[config.mk]
export PLATFORM = sky130hd
export DESIGN_NAME = regfile_wb_arbiter
export DESIGN_NICKNAME = d
export VERILOG_FILES = /design/src/rtl/regfile_wb_arbiter.sv
export SDC_FILE = /design/constraint.sdc
export NUM_CORES = 1
export LEC_CHECK = 0
export ABC_CLOCK_PERIOD_IN_PS = 2300
export CORE_MARGIN = 2
export CORE_UTILIZATION = 41
export CTS_CLUSTER_DIAMETER = 120
export DETAILED_ROUTE_END_ITERATION = 16
export MAX_ROUTING_LAYER = met4
export PLACE_DENSITY = 0.8
export SLEW_MARGIN = 20
export SYNTH_ARGS = -nofsm -noshare
export SYNTH_HDL_FRONTEND = slang
export SYNTH_SLANG_ARGS = --single-unit
[constraint.sdc]
create_clock -name clk -period 2.3 [get_ports clk]
set_clock_uncertainty 0.1 [all_clocks]
set_input_delay 0.23 -clock clk [delete_from_list [all_inputs] [get_ports clk]]
set_output_delay 0.23 -clock clk [all_outputs]
set_load 0.05 [all_outputs]
[src/rtl/regfile_wb_arbiter.sv]
// Two-port round-robin writeback arbiter feeding a single register-file write port.
// Optional bypass outputs are built when WB_ARB_FWD_EN is defined.
module regfile_wb_arbiter #(
  parameter int DATA_WIDTH    = 32,
  parameter int ADDRESS_WIDTH = 5
) (
  input  logic                     clk,
  input  logic                     rst,
  input  logic                     flush,
  input  logic                     p0_valid,
  input  logic [ADDRESS_WIDTH-1:0] p0_dest,
  input  logic [DATA_WIDTH-1:0]    p0_data,
  output logic                     p0_ready,
  input  logic                     p1_valid,
  input  logic [ADDRESS_WIDTH-1:0] p1_dest,
  input  logic [DATA_WIDTH-1:0]    p1_data,
  output logic                     p1_ready,
`ifdef WB_ARB_FWD_EN
  input  logic [ADDRESS_WIDTH-1:0] rs1,
  input  logic [ADDRESS_WIDTH-1:0] rs2,
  output logic                     fwd1_hit,
  output logic                     fwd2_hit,
  output logic [DATA_WIDTH-1:0]    fwd1_data,
  output logic [DATA_WIDTH-1:0]    fwd2_data,
`endif
  output logic                     RegWrite,
  output logic [ADDRESS_WIDTH-1:0] rg_wrt_dest,
  output logic [DATA_WIDTH-1:0]    rg_wrt_data,
  output logic [15:0]              collisions
);

  localparam logic [ADDRESS_WIDTH-1:0] ZERO_ADDR = {ADDRESS_WIDTH{1'b0}};

  logic                     grant0_s, grant1_s;
  logic                     last_grant_q, last_grant_d;
  logic                     reg_write_q, reg_write_d;
  logic [ADDRESS_WIDTH-1:0] wrt_dest_q, wrt_dest_d;
  logic [DATA_WIDTH-1:0]    wrt_data_q, wrt_data_d;
  logic [15:0]              collisions_q, collisions_d;

  // Grant selection; last_grant_q = 1 means port 1 was served last, so port 0 wins a tie.
  always_comb begin
    grant0_s = 1'b0;
    grant1_s = 1'b0;
    if (rst && !flush) begin
      if (p0_valid && (!p1_valid || last_grant_q)) begin
        grant0_s = 1'b1;
      end else if (p1_valid) begin
        grant1_s = 1'b1;
      end else begin
        grant1_s = 1'b0;
      end
    end else begin
      grant0_s = 1'b0;
    end
  end

  // Next-state for round-robin pointer, write port and collision counter.
  always_comb begin
    last_grant_d = last_grant_q;
    reg_write_d  = 1'b0;
    wrt_dest_d   = wrt_dest_q;
    wrt_data_d   = wrt_data_q;
    collisions_d = collisions_q;
    if (grant0_s) begin
      last_grant_d = 1'b0;
      if (p0_dest != ZERO_ADDR) begin
        reg_write_d = 1'b1;
        wrt_dest_d  = p0_dest;
        wrt_data_d  = p0_data;
      end else begin
        reg_write_d = 1'b0;
      end
    end else if (grant1_s) begin
      last_grant_d = 1'b1;
      if (p1_dest != ZERO_ADDR) begin
        reg_write_d = 1'b1;
        wrt_dest_d  = p1_dest;
        wrt_data_d  = p1_data;
      end else begin
        reg_write_d = 1'b0;
      end
    end else begin
      reg_write_d = 1'b0;
    end
    if (p0_valid && p1_valid && !flush && (collisions_q != 16'hFFFF)) begin
      collisions_d = collisions_q + 16'd1;
    end else begin
      collisions_d = collisions_q;
    end
  end

  // State registers; reset drops any pending write and re-arms port 0 priority.
  always_ff @(posedge clk or negedge rst) begin
    if (!rst) begin
      last_grant_q <= 1'b1;
      reg_write_q  <= 1'b0;
      wrt_dest_q   <= ZERO_ADDR;
      wrt_data_q   <= {DATA_WIDTH{1'b0}};
      collisions_q <= 16'd0;
    end else begin
      last_grant_q <= last_grant_d;
      reg_write_q  <= reg_write_d;
      wrt_dest_q   <= wrt_dest_d;
      wrt_data_q   <= wrt_data_d;
      collisions_q <= collisions_d;
    end
  end

  assign p0_ready    = grant0_s;
  assign p1_ready    = grant1_s;
  assign RegWrite    = reg_write_q;
  assign rg_wrt_dest = wrt_dest_q;
  assign rg_wrt_data = wrt_data_q;
  assign collisions  = collisions_q;

`ifdef WB_ARB_FWD_EN
  // Bypass of the in-flight register-file write; x0 never forwards.
  assign fwd1_hit  = reg_write_q && (wrt_dest_q == rs1) && (rs1 != ZERO_ADDR);
  assign fwd2_hit  = reg_write_q && (wrt_dest_q == rs2) && (rs2 != ZERO_ADDR);
  assign fwd1_data = fwd1_hit ? wrt_data_q : {DATA_WIDTH{1'b0}};
  assign fwd2_data = fwd2_hit ? wrt_data_q : {DATA_WIDTH{1'b0}};
`endif

endmodule

==> results of run 1 <==
placed cells by master (no fill, tap or decap):
| cell | instances |
|---|---|
| and3_1 | 5 |
| xor2_1 | 5 |
| a41oi_1 | 1 |
| nor2_2 | 1 |
| or4_4 | 1 |
| and2b_1 | 1 |
| a211oi_1 | 1 |
| nor4_1 | 3 |
| a21oi_1 | 8 |
| mux2_4 | 19 |
| o21ai_0 | 1 |
| a21boi_0 | 1 |
| nand3_1 | 7 |
| buf_4 | 9 |
| ha_1 | 1 |
| clkdlybuf4s50_1 | 131 |
| nand3b_1 | 1 |
| clkbuf_1 | 1 |
| clkbuf_8 | 7 |
| nand4_1 | 3 |
| nand4b_1 | 2 |
| nor3_1 | 5 |
| nor2_1 | 5 |
| o2bb2ai_4 | 1 |
| nand2b_1 | 1 |
| inv_1 | 2 |
| buf_12 | 4 |
| and3b_1 | 1 |
| nand3_2 | 1 |
| dfstp_2 | 1 |
| nand2_1 | 5 |
| a31oi_1 | 3 |
| buf_2 | 1 |
| and4_1 | 2 |
| dfrtp_1 | 54 |
| mux2_2 | 56 |
| xnor2_1 | 5 |
per-layer routing:
metal	global-route usage [%]	routed length, um
met1	22.9	3110
met2	31.8	3470
met3	3.41	445
met4	2.56	39
met5	-	0
synthesized netlist by cell type, types with 2 or more instances:
cell      instances  area (um2)
nand2_1           5        18.8
buf_6             4        45.0
nand4b_1          2        17.5
nand3_1           7        35.0
mux2_4           19         285
xor2_1            5        43.8
xnor2_1           5        43.8
a21oi_1           8        40.0
nor2_1            5        18.8
buf_2             2        10.0
inv_1             2        7.51
dfrtp_1          54        1350
nor4_1            3        18.8
nor3_1            5        25.0
and3_1            5        31.3
a31oi_1           3        18.8
mux2_2           56         631
nand4_1           3        18.8
and4_1            2        17.5
final cells by class:
cell class	instances	share of cell area, %
multi-input cells	146	31.3
inverters	2	0.169
clock buffers	8	2.25
flip-flops and latches	55	31.0
repair buffers	145	33.0
well taps	80	2.25
power by group:
part	internal, mW	switching (mW)	leakage [nW]	total [mW]
Combinational	0.819	1.16	1.14	1.98
Clock	0.276	0.298	0.0515	0.574
Sequential	1.21	0.173	0.670	1.38
Total	2.30	1.63	1.86	3.93
sequential cells by signal, indices dropped and copies added, names as in the netlist:
| name | cells |
|---|---|
| rg_wrt_data | 32 |
| collisions | 16 |
| rg_wrt_dest | 5 |
| RegWrite | 1 |
| last_grant_q | 1 |
worst max path at each step:
stage | slack (ns) | startpoint | end | cells past startpoint
final | 0.32 | collisions[8] | collisions[8] | 1
after global routing | 0.26 | last_grant_q | rg_wrt_data[19] | 5
after CTS | 0.32 | collisions[8] | collisions[8] | 1
after detailed placement | 0.04 | flush | rg_wrt_data[7] | 6
after global placement | 0.10 | flush | rg_wrt_data[6] | 6
after floorplan | 0.29 | collisions[0] | collisions[5] | 5
logic make-up after synthesis:
| logic type | count (synthesis) | share of synthesized area (%) |
|---|---|---|
| flops | 55 | 48.7 |
| mux | 75 | 32.4 |
| xor+xnor | 10 | 3.10 |
| simple gates | 44 | 9.16 |
| buf+inv | 10 | 2.61 |
| compound gates | 16 | 3.63 |
| fa+ha+maj | 1 | 0.442 |
==> results.cfg, run 1 <==
[sta]
tns_ns = 0
setup_violations = 0
worstMarginPinSlew_ns = 0.681
hold-worst-slack_ns = -0.0145
fin_crit_ns = 1.98
setup_ws_ns = 0.324
hold_viol = 37
maxSlewViolCount = 0
fmax_mhz = 506
grt_setup_unrepaired = false
slew_headroom_pct = 54.6
fin_crit_sh_pct = 85.9

[critical_path]
critPathSlowestCell = clkdlybuf4s50_1
crit_path_end_kind = primary output
critical_path_class = reg2out
reg2reg_from = last_grant_q
cp-start-kind = flip-flop
r2r-end = rg_wrt_data[14]
path_cells = clkdlybuf4s50_1
path_buf_inv = 1
required_ns = 1.97
critPathArrivalTime_ns = 1.65
rrSetupSlack_ns = 0.35
critical_path.max_fanout = 7
cp_top_family = buffers and inverters
reg2reg_depth = 5
cpPeakStageDelay_ns = 0.86

[clocking]
cts_setup_buffers = 0
cts_hold_buf = 0
cts_resized = 0
clkSinkCount = 55
htreeDepth = 2
cts_root_buffer = clkbuf_8
clk-insertion-delay-late_ns = 0.29
cts_tree = built
clk_pin_slew_ns = 0.10
cts_buffers = 5
cts.path.max_buffers = 2

[die]
die-area_um2 = 7580
io_pins = 135
die_h_um = 87.1
fp.dieW_um = 87.1
num_rows = 30
initial_utilization_pct = 42.1
coreArea_um2 = 6720

[drt]
drt_wl_total_um = 7070
wl_per_cell_um = 16.2
drcViolationCount = 0
firstDrtPassIters = 4
drtIter0Drc = 46
vias = 2189
vias_per_cell = 5.02
ant_nets = 0

[placed_design]
portBuffers = 134
place_congestion = 0.863
placed_cells = 428
dpl_cell_area_um2 = 4340
dp_hpwl_um = 5490
dp_slack_ns = 0.0405

[flow_run]
maxCapViolations = 0

[yosys]
syn_area_um2 = 2830
syn-num-nets = 291
ys_ff_latch = 55
yosys_warnings = 0
synth_cell_types = 35
postSynthCellCount = 211
synthArstFlopShare_pct = 100
syn_area_per_cell_um2 = 13.4
synthFlopType = dfrtp_1
synth_edf_count = 0
seq_area_frac_synth_pct = 48.7

[power_and_ir_drop]
ir_drop_mv = 0.706
p_leak_nw = 1.86
powerDensity_nw_per_um2 = 885
p_total_mw = 3.93

[layout]
n_antenna_cell = 0
layout-drive-gt1-share_pct = 28.4
syn2layout_area_growth_pct = 56.9
fin_nets = 435
final-seq-area_um2 = 1380
stdcell_area_um2 = 4440
fillers = 528
stdcell_count = 436
multiInputGateArea_um2 = 1390
fin_util_pct = 66.1

[grt]
antenna_found_initial = 0
grt_first_pass_wirelength_um = 10700
grt_overflow = 0
grt_start_max_net_pins = 56
grt_pass1_vias = 2219
grt.total_usage_pct = 18.3

[worst_hold_path]
hold_class = in2async

[status]
status = complete, but fails checks
violations = hold timing
(Power assumes the default switching activity.)
==> run 2, diff against run 1 <==
- TNS_END_PERCENT: default -> 100
==> results of run 2 <==
The final DEF is identical to that of run 1; final timing and power are the same.
